===== src/rtl/incdec_pkg.sv =====
// Shared op encodings and sequencer states for the incdec_seq pointer unit.
package incdec_pkg;

  localparam logic [1:0] OP_HOLD = 2'b00;
  localparam logic [1:0] OP_INC  = 2'b01;
  localparam logic [1:0] OP_DEC  = 2'b10;
  localparam logic [1:0] OP_LOAD = 2'b11;

  typedef enum logic [1:0] {
    ST_IDLE = 2'd0,
    ST_RUN  = 2'd1,
    ST_DONE = 2'd2
  } state_e;

endpackage


===== src/rtl/incdec_step.sv =====
// Combinational WIDTH-bit +1/-1 with carry (wrap on increment) or borrow (wrap on decrement).
module incdec_step #(
  parameter int WIDTH = 16
) (
  input  logic [WIDTH-1:0] a_i,
  input  logic             dec_i,
  output logic [WIDTH-1:0] y_o,
  output logic             c_o
);

  always_comb begin
    if (dec_i) begin
      y_o = a_i - WIDTH'(1);
      c_o = (a_i == '0);
    end else begin
      y_o = a_i + WIDTH'(1);
      c_o = &a_i;
    end
  end

endmodule


===== src/rtl/incdec_seq.sv =====
// Multi-channel pointer unit with single ops and a stallable block-step sequencer.
// Build option: INCDEC_INV_OUT_EN drives AddrBus inverted (legacy negative-polarity bus).
module incdec_seq
  import incdec_pkg::*;
#(
  parameter int WIDTH = 16,
  parameter int NCH   = 4,
  parameter int LENW  = 8,
  localparam int CHW  = (NCH > 1) ? $clog2(NCH) : 1
) (
  input  logic             CLK,
  input  logic             nRESET,
  input  logic             op_valid,
  input  logic [1:0]       op,
  input  logic [CHW-1:0]   ch,
  input  logic [WIDTH-1:0] din,
  input  logic             blk_start,
  input  logic             blk_dir,
  input  logic [LENW-1:0]  blk_len,
  input  logic             stall,
  output logic [WIDTH-1:0] addr,
  output logic [WIDTH-1:0] AddrBus,
  output logic             cout,
  output logic             busy,
  output logic             done,
  output logic             ovr
);

  state_e          state_q;
  logic [CHW-1:0]  bch_q;
  logic            bdir_q;
  logic [LENW-1:0] rem_q;
  logic            cout_q, busy_q, done_q, ovr_q;

  logic [WIDTH-1:0] ptr [NCH];
  logic [WIDTH-1:0] op_src, op_res, op_val, blk_src, blk_res, bus_sel;
  logic             op_c, op_cout, blk_c;
  logic             blk_accept, blk_step, op_drop, op_take;

  // The block latches the requesting channel, so a same-cycle op always collides with it.
  assign blk_accept = (state_q == ST_IDLE) && blk_start;
  assign blk_step   = (state_q == ST_RUN) && !stall;
  assign op_drop    = op_valid && (blk_accept || ((state_q == ST_RUN) && (ch == bch_q)));
  assign op_take    = op_valid && !op_drop;

  assign op_src  = ptr[ch];
  assign blk_src = ptr[bch_q];

  incdec_step #(.WIDTH(WIDTH)) u_step_op (
    .a_i   (op_src),
    .dec_i (op == OP_DEC),
    .y_o   (op_res),
    .c_o   (op_c)
  );

  incdec_step #(.WIDTH(WIDTH)) u_step_blk (
    .a_i   (blk_src),
    .dec_i (bdir_q),
    .y_o   (blk_res),
    .c_o   (blk_c)
  );

  always_comb begin
    case (op)
      OP_INC, OP_DEC: begin op_val = op_res; op_cout = op_c; end
      OP_LOAD:        begin op_val = din;    op_cout = 1'b0; end
      default:        begin op_val = op_src; op_cout = 1'b0; end
    endcase
  end

  for (genvar gi = 0; gi < NCH; gi++) begin : g_ch
    logic [WIDTH-1:0] ptr_q, ptr_d;

    always_comb begin
      ptr_d = ptr_q;
      if (op_take && (ch == CHW'(gi)))
        ptr_d = op_val;
      if (blk_step && (bch_q == CHW'(gi)))
        ptr_d = blk_res;
    end

    always_ff @(posedge CLK or negedge nRESET) begin
      if (!nRESET) ptr_q <= '0;
      else         ptr_q <= ptr_d;
    end

    assign ptr[gi] = ptr_q;
  end

  always_ff @(posedge CLK or negedge nRESET) begin
    if (!nRESET) begin
      state_q <= ST_IDLE;
      bch_q   <= '0;
      bdir_q  <= 1'b0;
      rem_q   <= '0;
      cout_q  <= 1'b0;
      busy_q  <= 1'b0;
      done_q  <= 1'b0;
      ovr_q   <= 1'b0;
    end else begin
      ovr_q  <= op_drop;
      done_q <= 1'b0;
      // A block step owns cout when it coincides with a single op.
      if (blk_step)     cout_q <= blk_c;
      else if (op_take) cout_q <= op_cout;
      case (state_q)
        ST_IDLE: begin
          if (blk_start) begin
            bch_q  <= ch;
            bdir_q <= blk_dir;
            rem_q  <= blk_len;
            busy_q <= 1'b1;
            if (blk_len == '0) begin
              state_q <= ST_DONE;
              done_q  <= 1'b1;
            end else begin
              state_q <= ST_RUN;
            end
          end
        end
        ST_RUN: begin
          if (!stall) begin
            rem_q <= rem_q - LENW'(1);
            if (rem_q == LENW'(1)) begin
              state_q <= ST_DONE;
              done_q  <= 1'b1;
            end
          end
        end
        ST_DONE: begin
          state_q <= ST_IDLE;
          busy_q  <= 1'b0;
        end
        default: begin
          state_q <= ST_IDLE;
          busy_q  <= 1'b0;
        end
      endcase
    end
  end

  assign bus_sel = (state_q == ST_RUN) ? blk_src : op_src;
  assign addr    = op_src;
`ifdef INCDEC_INV_OUT_EN
  assign AddrBus = ~bus_sel;
`else
  assign AddrBus = bus_sel;
`endif
  assign cout = cout_q;
  assign busy = busy_q;
  assign done = done_q;
  assign ovr  = ovr_q;

endmodule


===== config.mk =====
export PLATFORM = sky130hd
export DESIGN_NAME = incdec_seq
export DESIGN_NICKNAME = d
export VERILOG_FILES = /design/src/rtl/incdec_pkg.sv /design/src/rtl/incdec_step.sv /design/src/rtl/incdec_seq.sv
export SDC_FILE = /design/constraint.sdc
export NUM_CORES = 1
export LEC_CHECK = 0
export CAP_MARGIN = 10
export CORE_ASPECT_RATIO = 0.6
export CORE_MARGIN = 3
export CORE_UTILIZATION = 45
export CTS_CLUSTER_DIAMETER = 150
export DETAILED_ROUTE_END_ITERATION = 6
export PLACE_DENSITY_LB_ADDON = 0.2
export RECOVER_POWER = 100
export SLEW_MARGIN = 20
export SYNTH_ARGS = -nofsm -noshare
export SYNTH_HDL_FRONTEND = slang
export SYNTH_HIERARCHICAL = 1
export SYNTH_SLANG_ARGS = --single-unit
export TNS_END_PERCENT = 5

===== constraint.sdc =====
create_clock -name CLK -period 10.05 [get_ports CLK]
set_input_delay 1.5075 -clock CLK [delete_from_list [all_inputs] [get_ports CLK]]
set_output_delay 1.5075 -clock CLK [all_outputs]
set_load 0.01 [all_outputs]

After elaboration in Yosys (flattened, before gate mapping)
Cells that the tools add are included.
{"block": "classes", "add_sub_neg": 5, "n_lt_le_gt_ge": 2, "eq_ne": 15, "n_mux": 38, "bitwise_logic": 3, "reduce_logical": 35}
{"cell": "2-to-1 mux 16 bit", "count": 15}
{"cell": "binary-select mux 16 bit (select 2 bit)", "count": 2}
{"cell": "adder 16 x 1 -> 16 bit (second input constant)", "count": 2}
{"cell": "logical NOT 16 bit", "count": 2}
{"cell": "one-hot mux 16 bit (2 select lines)", "count": 1}
{"cell": "AND reduction 16 bit", "count": 2}
{"cell": "subtractor 16 x 1 -> 16 bit (second input constant)", "count": 2}
{"cell": "2-to-1 mux 8 bit", "count": 2}
{"cell": "one-hot mux 8 bit (2 select lines)", "count": 1}
{"cell": "logical AND 1 bit", "count": 13}
{"cell": "== test 2 bit (second input constant)", "count": 6}
{"cell": "nonzero test 2 bit", "count": 6}
{"cell": "2-to-1 mux 1 bit", "count": 10}
{"cell": "== test 2 x 1 -> 1 bit (second input constant)", "count": 4}
{"cell": "== test 8 x 1 -> 1 bit (second input constant)", "count": 1}
{"cell": "logical NOT 8 bit", "count": 1}
{"cell": "2-to-1 mux 2 bit", "count": 4}
{"cell": "subtractor 8 x 1 -> 8 bit (second input constant)", "count": 1}
{"cell": "greater-or-equal comparator 3 bit (second input constant)", "count": 2}
{"cell": "logical NOT 2 bit", "count": 3}
{"cell": "inverter 2 -> 3 bit", "count": 2}
{"cell": "AND reduction 3 bit", "count": 2}
{"cell": "!= test 2 bit (second input constant)", "count": 2}
{"cell": "one-hot mux 1 bit (2 select lines)", "count": 2}
{"cell": "8 further kinds", "count": 10}
{"block": "word_totals", "register_bits": 81, "in_bits": 34, "output_inout_bits": 36, "elab_cells": 110}

Depth between registers and ports, before layout
Gate-level depths: netlist (run 1).
{"block": "depth", "depth_word": 9, "depth_mapped": 15, "ltp_nobuf": 12}

By module
The synthesis (run 1) kept the hierarchy.
{"module": "incdec_seq", "n_inst": 1, "cells_each": 459, "area_per_inst_um2": 5713.0, "seq_area_each_um2": 2026.9}
{"module": "incdec_step", "n_inst": 2, "cells_each": 110, "area_per_inst_um2": 819.5, "seq_area_each_um2": 0.0}

Worst setup path after synthesis (run 1)
Ideal clock, no wire load.
{"block": "synth_timing", "kind": "input to register", "startpoint": "input ch[1]", "endpoint": "register g_ch[1].ptr_q[12]", "setup_time_ns": 0.125, "arrival_time_ns": 4.719, "required_ns": 9.925, "slack_ns": 5.207, "stages": 14, "path_buffers": 2, "cell_sequence": "buf_2 > buf_2 > mux2i_1 > mux2i_1 > fa_1 > a21o_1 > a221oi_4 > o21bai_1 > mux2i_1 > o2111ai_1 > a221oi_1 > a221oi_1 > mux2_2 > mux2_2"}
{"block": "synth_between", "elab_chain_len": 9, "word_cells_on_any_way": 19, "cone_classes": "add/sub: 2; eq/ne: 2; mux: 7; bitwise: 1; reduce/logical: 7"}
{"element": "start: declaration", "line_no": "incdec_seq.sv:15", "text": "input logic [CHW-1:0] ch,"}
{"element": "inverter 2 -> 3 bit (not written as such) (*)", "line_no": "incdec_seq.sv:46", "text": "assign op_src = ptr[ch];"}
{"element": "binary-select mux 16 bit (select 2 bit) (*)", "line_no": "incdec_seq.sv:46"}
{"element": "2-to-1 mux 16 bit (not written as such) (*) (2 in series)", "line_no": "incdec_seq.sv:46"}
{"element": "net addr[0]", "line_no": "incdec_seq.sv:21", "text": "output logic [WIDTH-1:0] addr,"}
{"element": "adder 16 x 1 -> 16 bit or subtractor 16 x 1 -> 16 bit (tied branches)", "line_no": "incdec_step.sv:16, incdec_step.sv:13"}
{"element": "2-to-1 mux 16 bit (*)", "line_no": "incdec_step.sv:12", "text": "if (dec_i) begin"}
{"element": "net op_res[12]", "line_no": "incdec_seq.sv:36", "text": "logic [WIDTH-1:0] op_src, op_res, op_val, blk_src, blk_res, bus_sel;"}
{"element": "one-hot mux 16 bit (2 select lines) (*)", "line_no": "incdec_seq.sv:64", "text": "case (op)"}
{"element": "2-to-1 mux 16 bit (*)", "line_no": "incdec_seq.sv:76", "text": "if (op_take && (ch == CHW'(gi)))"}
{"element": "2-to-1 mux 16 bit (*)", "line_no": "incdec_seq.sv:78", "text": "if (blk_step && (bch_q == CHW'(gi)))"}
{"element": "end signal: assignment", "line_no": "incdec_seq.sv:84", "text": "else ptr_q <= ptr_d;"}
{"element": "end: declaration", "line_no": "incdec_seq.sv:72", "text": "logic [WIDTH-1:0] ptr_q, ptr_d;"}
Mark *: on every way through the listed nets, which the timed path passes. The rest lies on a longest branch. The select of a mux whose other input is x is not followed.
A chain may end at the register's enable or synchronous reset.

Final worst setup path (run 1)
{"block": "layout_timing", "startpoint": "input ch[0]", "endpoint": "register g_ch[0].ptr_q[14]"}
{"block": "layout_between", "elab_chain_len": 9, "word_cells_on_any_way": 19, "cone_classes": "add/sub: 2; eq/ne: 1; mux: 7; bitwise: 1; reduce/logical: 8"}
{"element": "inverter 2 -> 3 bit (not written as such) (*)", "line_no": "incdec_seq.sv:46"}
{"element": "binary-select mux 16 bit (select 2 bit) (*)", "line_no": "incdec_seq.sv:46"}
{"element": "2-to-1 mux 16 bit (not written as such) (*) (2 in series)", "line_no": "incdec_seq.sv:46"}
{"element": "adder 16 x 1 -> 16 bit or subtractor 16 x 1 -> 16 bit (tied branches)", "line_no": "incdec_step.sv:16, incdec_step.sv:13"}
{"element": "2-to-1 mux 16 bit (*)", "line_no": "incdec_step.sv:12"}
{"element": "net op_res[14]", "line_no": "incdec_seq.sv:36"}
{"element": "one-hot mux 16 bit (2 select lines) (*)", "line_no": "incdec_seq.sv:64"}
{"element": "2-to-1 mux 16 bit (*)", "line_no": "incdec_seq.sv:76"}
{"element": "2-to-1 mux 16 bit (*)", "line_no": "incdec_seq.sv:78"}
{"element": "end signal: assignment", "line_no": "incdec_seq.sv:84"}
{"element": "end: declaration", "line_no": "incdec_seq.sv:72"}
Marks and branches as above.

==> results of run 1 <==
==> area by class of cell <==
class | count | area share [%]
Multi-Input combinational cell | 550 | 59.7
Sequential cell | 81 | 24.1
Timing Repair Buffer | 76 | 8.62
Tap cell | 203 | 3.02
Clock buffer | 10 | 2.84
Clock inverter | 6 | 1.09
Inverter | 12 | 0.536
==> synthesized netlist by cell type (all sizes together), types with 3 or more instances <==
master	instances
a211oi	5
nor2b	8
clkbuf	12
and3	4
o21ai	25
nand2	32
o31ai	6
buf	24
ha	33
a21oi	30
mux2i	53
nand4b	3
o21bai	8
mux4	16
mux2	144
nand4	10
a221oi	34
inv	12
nand2b	10
nor2	20
o22ai	4
xnor2	16
nor4	10
xor2	10
nor3	6
a21o	9
dfrtp	81
nand3	20
==> state kept, by name (all words and copies together), names as in the netlist <==
signal      count
bch_q           2
bdir_q          1
busy            1
cout            1
done            1
g_ch.ptr_q     64
ovr             1
rem_q           8
state_q         2
==> cells by family after synthesis <==
logic type / share of synthesized area, %
adder cells (fa/ha/maj): 6.16
AND/OR/NAND/NOR: 10.3
XOR/XNOR: 3.10
multiplexers: 34.9
flip-flops: 27.6
buffers and inverters: 3.32
AO/OA/AOI/OAI: 14.6
==> worst min-delay path by stage <==
stage,cells past startpoint,to,slack (ns)
CTS,1,rem_q[7],0.49
finish,1,rem_q[7],0.49
global route,1,rem_q[7],0.51
detailed placement,1,rem_q[7],0.47
floorplan,1,rem_q[7],0.46
global placement,1,rem_q[7],0.48
==> routing by layer <==
| metal | up-vias | global-route usage, % |
|---|---|---|
| met3 | 32 | 5.03 |
| met5 | - | 0 |
| met2 | 296 | 37.5 |
| met1 | 3127 | 39.2 |
| li1 | 2740 | - |
| met4 | 0 | 6.60 |
==> report_power, final <==
group / switching, mW / leakage [nW] / internal (mW)
logic: 1.42 / 2.36 / 1.15
clock network: 0.151 / 0.163 / 0.226
registers: 0.170 / 0.978 / 0.489
total: 1.74 / 3.50 / 1.87
==> through the flow <==
stage	area [µm²]	cells	setup WS, ns	util, %	power, mW
floorplan	7350	679	5.21	-	2.46
CTS	8480	938	4.66	54.1	3.65
finish	8400	938	3.11	53.6	3.61
global route	8400	938	2.94	53.6	3.83
detailed placement	8150	922	4.48	52.0	3.26
global placement	8150	922	4.50	52.0	3.17
==> flow_summary.yaml, run 1 <==
outcome:
  run_status: "finished, violations left"
  violations: "max-capacitance violations, max-slew violations"
final_layout:
  mostFrequentLayoutCell: "mux2_2"
  syn_to_final_growth_pct: 14.3
  final_cell_mix: "124 x mux2_2, 80 x dfrtp_1, 53 x mux2i_1, 40 x dlygate4sd3_1"
  multi_input_area_um2: 5020
  ff_latch_area_um2: 2030
  layout.nets: 799
  drive_gt1_share_pct: 25.7
  n_antenna_cell: 0
  fillers: 1380
worst_hold_path:
  hp-class: "reg2reg"
  min_from: "rem_q[7]"
clock_network:
  clockBufferDepth: 2
  htree_levels: 3
  tritoncts: "yes"
  clk_latency_ns: 0.35
  post_cts.repair.setup_buffers: 0
  root_buffer: "clkbuf_16"
  clk_pin_slew_worst_paths_ns: 0.07
  cts_hold_buf: 0
  cts_buffers: 9
  clkSinkCount: 81
  post_cts_resized: 0
die:
  die_area_um2: 18000
  rows: 35
  ios: 70
  start_util_pct: 46.9
  dieHeight_um: 105
  fp.dieW_um: 171
  fp.coreArea_um2: 15700
drt:
  wl_per_cell_um: 24.8
  ant_nets: 0
  drt-total-wl_um: 23300
  drt-vias-per-instance: 6.60
  dr.max_layer_used: "met4"
  num_vias: 6195
  met3RoutedLength_um: 1880
  drt_first_pass_iters: 7
  wl_met2_um: 9960
  wl_met1_um: 11100
  detail_route.iter0.violations: 581
  drc_errors: 0
critical_path:
  crit_arrival_ns: 7.18
  worstPathRequired_ns: 10.29
  cp_cell_sequence: "dlygate4sd3_1 -> clkbuf_1 -> mux2i_1 -> fa_1 -> a21o_1 -> a221oi_1 -> nor2_2 -> o31ai_1 -> xnor2_1 -> a221oi_1 -> a221oi_1 -> mux2_1 -> mux2_4"
  crit_cells: 13
  critPathBufInv: 2
  rr_startpoint: "g_ch[3].ptr_q[1]"
  r2r_cells: 12
  r2r_end: "g_ch[0].ptr_q[14]"
  cp_common_cell: "a221oi_1"
  crit_start: "ch[0]"
  worstSetupEndpointType: "register"
  startpoint_type: "primary input"
  cp_top_family: "buffers and inverters"
  r2r_slack_ns: 5.90
  critical_path_class: "in2reg"
  cp_slowest_cell: "clkbuf_1"
  path_max_fanout: 24
  cp-endpoint: "g_ch[0].ptr_q[14]"
  cp_slowest_stage_delay_ns: 1.36
placement:
  dp.final_hpwl_um: 16400
  numPortBuffers: 69
  gp_congestion: 0.972
synthesis:
  synth-main-ff-cell: "dfrtp_1"
  synth_top_area_share_pct: 27.6
  netlist_instances: 679
  synth_area_leaders: "dfrtp_1 28%, mux2_2 20%, mux2i_1 7.2%, ha_1 5.6%, mux4_2 4.9%"
  ys_seq_area_share_pct: 27.6
  synthesis.area_um2: 7350
  synth_top_area_cell: "dfrtp_1"
  synth_edf_count: 0
  synth_cell_types: 61
  synth_nets: 748
  yosysWarnings: 6
  synth-async-reset-ratio_pct: 100
  synth_seq_cells: 81
  synthesis.area_per_instance_um2: 10.8
timing:
  rsz0062_at_grt: "false"
  setup_viol: 0
  hold_viol_final: 0
  drv_slew: 109
  finalSetupTns_ns: 0
  worst-slew-pin-transition_ns: 2.97
  post-route-period-util_pct: 69.0
  slew_headroom_pct: -98.2
  clock-skew-final_ns: 0.0180
  holdWs_ns: 0.488
  fmax_ghz: 0.144
  layout_min_cycle_time_ns: 6.94
global_route:
  grt_use_total_pct: 25.9
  grt_max_degree: 54
  grt_pass1_wl_um: 36000
  grt_remaining_overflow: 0
  antenna_found_initial: 0
  first_global_vias: 6172
power_and_ir_drop:
  leakage_nw: 3.50
  ir_drop_mv: 0.183
  power_density_nw_per_um2: 430
job:
  drv_cap: 3
Power figures use the tool's default switching activity.
==> inputs of run 2 (changes only) <==
clock period = 6.9 ns   (was 10.05 ns; I/O delays follow)
==> run 2 against run 1 <==
Compared with the run above:
- the flow still finishes with violations (max-capacitance violations, max-slew violations)
- clock skew down 0.0046 ns
- utilization is 0.27 points lower
- flip-flop and latch count is the same
- via count about the same
- worst setup slack got worse by 1.8 ns
==> flow_summary.yaml, run 2 (synthesis gave the netlist of run 1 again) <==
final_layout:
  stdcell_count: 938
  drive_gt1_share_pct: 25.7
  largest_reg_flops: 64
  syn_to_final_growth_pct: 13.7
  layout.nets: 799
  n_antenna_cell: 0
  final_cell_mix: "125 x mux2_2, 81 x dfrtp_1, 53 x mux2i_1, 40 x dlygate4sd3_1"
  mostFrequentLayoutCell: "mux2_2"
  top_register: "g_ch.ptr_q"
  fillers: 1388
  top_regs: "g_ch.ptr_q x64, rem_q x8"
  utilization_pct: 53.3
drt:
  drt-vias-per-instance: 6.60
  wl_per_cell_um: 25.3
  ant_nets: 0
  detail_route.iter0.violations: 594
  drt-total-wl_um: 23700
  drc_errors: 0
  drt_first_pass_iters: 5
  num_vias: 6194
die:
  rows: 35
  fp.coreArea_um2: 15700
  dieHeight_um: 105
  fp.dieW_um: 171
  start_util_pct: 46.9
  die_area_um2: 18000
  ios: 70
outcome:
  violations: "max-capacitance violations, max-slew violations"
  run_status: "finished, violations left"
clock_network:
  post_cts_resized: 0
  clockBufferDepth: 2
  cts_buffers: 9
  clk_latency_ns: 0.36
  clk_pin_slew_worst_paths_ns: 0.06
  tritoncts: "yes"
  clkSinkCount: 81
  htree_levels: 3
  post_cts.repair.setup_buffers: 0
  root_buffer: "clkbuf_16"
  cts_hold_buf: 0
timing:
  post-route-period-util_pct: 81.6
  hold_viol_final: 0
  slew_headroom_pct: -128
  fin_ws_ns: 1.27
  clock-skew-final_ns: 0.0134
  fmax_ghz: 0.178
  worst-slew-pin-transition_ns: 3.42
  rsz0062_at_grt: "false"
  drv_slew: 79
  finalSetupTns_ns: 0
  setup_viol: 0
  layout_min_cycle_time_ns: 5.63
critical_path:
  path_max_fanout: 18
  r2r_slack_ns: 2.64
  cp_slowest_cell: "dlygate4sd3_1"
  cp_common_cell: "a221oi_1"
  cp_slowest_stage_delay_ns: 0.91
  rr_startpoint: "g_ch[3].ptr_q[3]"
  startpoint_type: "primary input"
  r2r_end: "g_ch[0].ptr_q[14]"
  critical_path_class: "in2reg"
  r2r_cells: 12
  worstPathRequired_ns: 7.12
  cp_cell_sequence: "dlygate4sd3_1 -> buf_4 -> mux2i_1 -> ha_1 -> a21o_1 -> a221oi_1 -> nor2_2 -> o31ai_1 -> xnor2_1 -> a221oi_1 -> a221oi_1 -> mux2_2 -> mux2_1"
  crit_arrival_ns: 5.85
  cp_top_family: "compound AO/OA/AOI/OAI gates"
  critPathBufInv: 2
  worstSetupEndpointType: "register"
worst_hold_path:
  hp-class: "reg2reg"
  hold_depth: 1
  whs_endpoint: "rem_q[7]"
  min_from: "rem_q[7]"
global_route:
  grt_remaining_overflow: 0
  grt_pass1_wl_um: 36200
  grt_max_degree: 62
  first_global_vias: 5968
  grt_use_total_pct: 26.4
  antenna_found_initial: 0
job:
  drv_cap: 2
placement:
  dp.final_hpwl_um: 16800
  placed_cells: 922
  gp_congestion: 0.977
  numPortBuffers: 69
  place_ws_ns: 1.22
## run 2: cell count changes in the layout (fill, tap and decap cells not counted), moves of 2 or more
cell | previous run | this run
bufinv_16 | 2 | 0
mux2_4 | 4 | 2
clkinv_4 | 3 | 1
inv_6 | 0 | 4
## run 2: worst max path at each step
stage	startpoint	to	slack, ns	depth (start not counted)
global route	ch[0]	g_ch[0].ptr_q[12]	1.10	13
detailed placement	ch[0]	g_ch[3].ptr_q[13]	1.22	13
global placement	ch[0]	g_ch[1].ptr_q[13]	1.35	13
finish	ch[0]	g_ch[0].ptr_q[14]	1.27	13
floorplan	ch[1]	g_ch[1].ptr_q[12]	2.53	14
CTS	ch[0]	g_ch[3].ptr_q[13]	1.57	13
## run 2: metal layers
| metal | vias up | GRT usage (%) | wire length, µm |
|---|---|---|---|
| li1 | 2749 | - | - |
| met1 | 3131 | 41.0 | 11300 |
| met2 | 292 | 36.7 | 9800 |
| met3 | 22 | 7.67 | 2330 |
| met4 | 0 | 3.85 | 226 |
| met5 | - | 0 | 0 |
## run 2: worst reg2reg max path: stages, from the launching register on
cell and delay (ns):
dfrtp_1 0.38, mux2i_1 0.11, mux2i_1 0.63, ha_1 0.41
and3_1 0.21, a221oi_1 0.74, nor2_2 0.14, o31ai_1 0.32
xnor2_1 0.12, a221oi_1 0.25, a221oi_1 0.14, mux2_2 0.38
mux2_1 0.31
## run 2: metrics by stage
step	instance area (µm²)	hold WS, ns
6_report	8360	0.501
2_1_floorplan	7350	0.457
5_1_grt	8360	0.537
3_5_place_dp	8150	0.488
3_3_place_gp	8150	0.473
4_1_cts	8430	0.503
## run 2: cell type report
| type | instances | area, µm² | share of cell area [%] |
|---|---|---|---|
| Multi-Input combinational cell | 550 | 5020 | 60.0 |
| Sequential cell | 81 | 2030 | 24.3 |
| Timing Repair Buffer | 76 | 728 | 8.71 |
| Tap cell | 203 | 254 | 3.04 |
| Clock buffer | 9 | 225 | 2.69 |
| Clock inverter | 7 | 60.1 | 0.719 |
| Inverter | 12 | 45.0 | 0.539 |
Power of run 2 is not shown: default switching activity piles up to over one toggle a cycle in this logic, so the estimate is an artifact.
==> inputs of run 3 (changes only) <==
clock period = 4.75 ns   (was 6.9 ns; I/O delays follow)
==> run 3 against run 2 <==
Compared with the run above:
- the flow still finishes with violations (max-capacitance violations, max-slew violations)
- first-iteration DRC count is 26% higher
- register-to-register slack worse by 2.3 ns
- final cell count is 3.1% higher
- flip-flop and latch count stayed put
- worst hold slack worse by 0.0040 ns
- non-clock buffer count is 29 higher
- sequential share of layout area is 0.63 points lower
- cell area is 2.6% higher
- global-route usage is 0.61 points higher
- via count is 1.6% higher
- worst setup slack worse by 0.93 ns
- die area stayed put
- critical endpoint is now g_ch[3].ptr_q[9]
- highest routed layer unchanged
==> flow_summary.yaml, run 3 (synthesis gave the netlist of run 1 again) <==
outcome:
  run_status: "finished, violations left"
  violations: "max-capacitance violations, max-slew violations"
clock_network:
  htree_levels: 3
  clk_pin_slew_worst_paths_ns: 0.07
  tritoncts: "yes"
  root_buffer: "clkbuf_16"
  clk_latency_ns: 0.35
  clkSinkCount: 81
  cts_hold_buf: 0
  post_cts.repair.setup_buffers: 0
  cts_buffers: 9
  post_cts_resized: 0
  clockBufferDepth: 2
final_layout:
  layout.nets: 828
  mostFrequentLayoutCell: "mux2_2"
  top_regs: "g_ch.ptr_q x64, rem_q x8"
  drive_gt1_share_pct: 26.7
  top_register: "g_ch.ptr_q"
  utilization_pct: 54.7
  n_antenna_cell: 0
  syn_to_final_growth_pct: 16.7
  largest_reg_flops: 64
  final_cell_mix: "124 x mux2_2, 81 x dfrtp_1, 53 x mux2i_1, 44 x clkdlybuf4s50_1, 33 x ha_1"
job:
  drv_cap: 2
timing:
  layout_min_cycle_time_ns: 4.41
  fmax_ghz: 0.227
  rsz0062_at_grt: "false"
  finalSetupTns_ns: 0
  post-route-period-util_pct: 92.7
  drv_slew: 54
  setup_viol: 0
  worst-slew-pin-transition_ns: 2.24
  holdWs_ns: 0.497
  hold_viol_final: 0
  fin_ws_ns: 0.345
  clock-skew-final_ns: 0.00979
  slew_headroom_pct: -50.2
drt:
  detail_route.iter0.violations: 748
  drc_errors: 0
  wl_per_cell_um: 25.1
  num_vias: 6294
  drt-vias-per-instance: 6.51
  drt-total-wl_um: 24300
  drt_first_pass_iters: 6
  ant_nets: 0
global_route:
  grt_pass1_wl_um: 37300
  grt_use_total_pct: 27.0
  grt_remaining_overflow: 0
  grt_use_met2_pct: 37.5
  grt_util_met3_pct: 7.03
  top_usage_layer: "met1"
  first_global_vias: 6232
  grt_use_met1_pct: 41.3
  grt_max_degree: 47
  antenna_found_initial: 0
critical_path:
  startpoint_type: "register"
  cp_slowest_stage_delay_ns: 1.37
  path_max_fanout: 17
  worstPathRequired_ns: 4.98
  crit_arrival_ns: 4.63
  worstSetupEndpointType: "register"
  cp_cell_sequence: "nor2b_1 -> buf_4 -> nand4b_4 -> o21ai_1 -> mux2_2"
  cp_slowest_cell: "o21ai_1"
  critPathBufInv: 1
  critical_path_class: "reg2reg"
  cp_top_family: "simple AND/OR/NAND/NOR gates"
placement:
  gp_congestion: 0.939
  dp.final_hpwl_um: 17800
  numPortBuffers: 69
  place_ws_ns: 0.213
die:
  dieHeight_um: 105
  die_area_um2: 18000
  start_util_pct: 46.9
  fp.dieW_um: 171
  rows: 35
  fp.coreArea_um2: 15700
  ios: 70
worst_hold_path:
  hp-class: "reg2reg"
[run 3: cell count changes in the layout (fill, tap and decap cells not counted), sizes merged, moves of 5 or more]
cell           before  now
dlygate4sd3        40   23
inv                17   12
clkdlybuf4s50      27   44
buf                 7   23
clkbuf             11   26
[run 3: worst paths after layout]
| check | startpoint | end | slack, ns | cells past startpoint |
|---|---|---|---|---|
| min reg2reg | rem_q[7] | rem_q[7] | 0.50 | 1 |
| min | rem_q[7] | rem_q[7] | 0.50 | 1 |
| min in group asynchronous | nRESET | g_ch[0].ptr_q[3] | 0.93 | 1 |
| max in group asynchronous | nRESET | g_ch[3].ptr_q[12] | 1.73 | 2 |
| max reg2reg | state_q[1] | g_ch[3].ptr_q[9] | 0.34 | 5 |
| max | state_q[1] | g_ch[3].ptr_q[9] | 0.34 | 5 |
[run 3: metrics by stage]
stage | instance area (µm²) | std cells
after floorplan | 7350 | 679
after global placement | 8400 | 951
after detailed placement | 8400 | 951
after CTS | 8720 | 967
after global routing | 8580 | 967
final | 8580 | 967
[run 3: cell type report]
class | count | area (µm²)
tap | 203 | 254
multi-input combinational | 550 | 5000
sequential | 81 | 2030
clock inverter | 5 | 63.8
inverter | 12 | 45.0
clock buffer | 11 | 253
timing repair buffer | 105 | 936
fill | 1369 | 7100
[run 3: worst reg2reg max path, cell delays in order (launching register included)]
cell and delay [ns]:
dfrtp_1 0.45, nor2b_1 1.03, buf_4 0.48, nand4b_4 0.47
o21ai_1 1.37, mux2_2 0.49
[run 3: routing by layer]
layer / routed length, µm / share of wire (%)
met1: 11400 / 47
met2: 9990 / 41
met3: 2420 / 10
met4: 482 / 2.0
met5: 0 / 0
Power of run 3 is left out for the same reason.
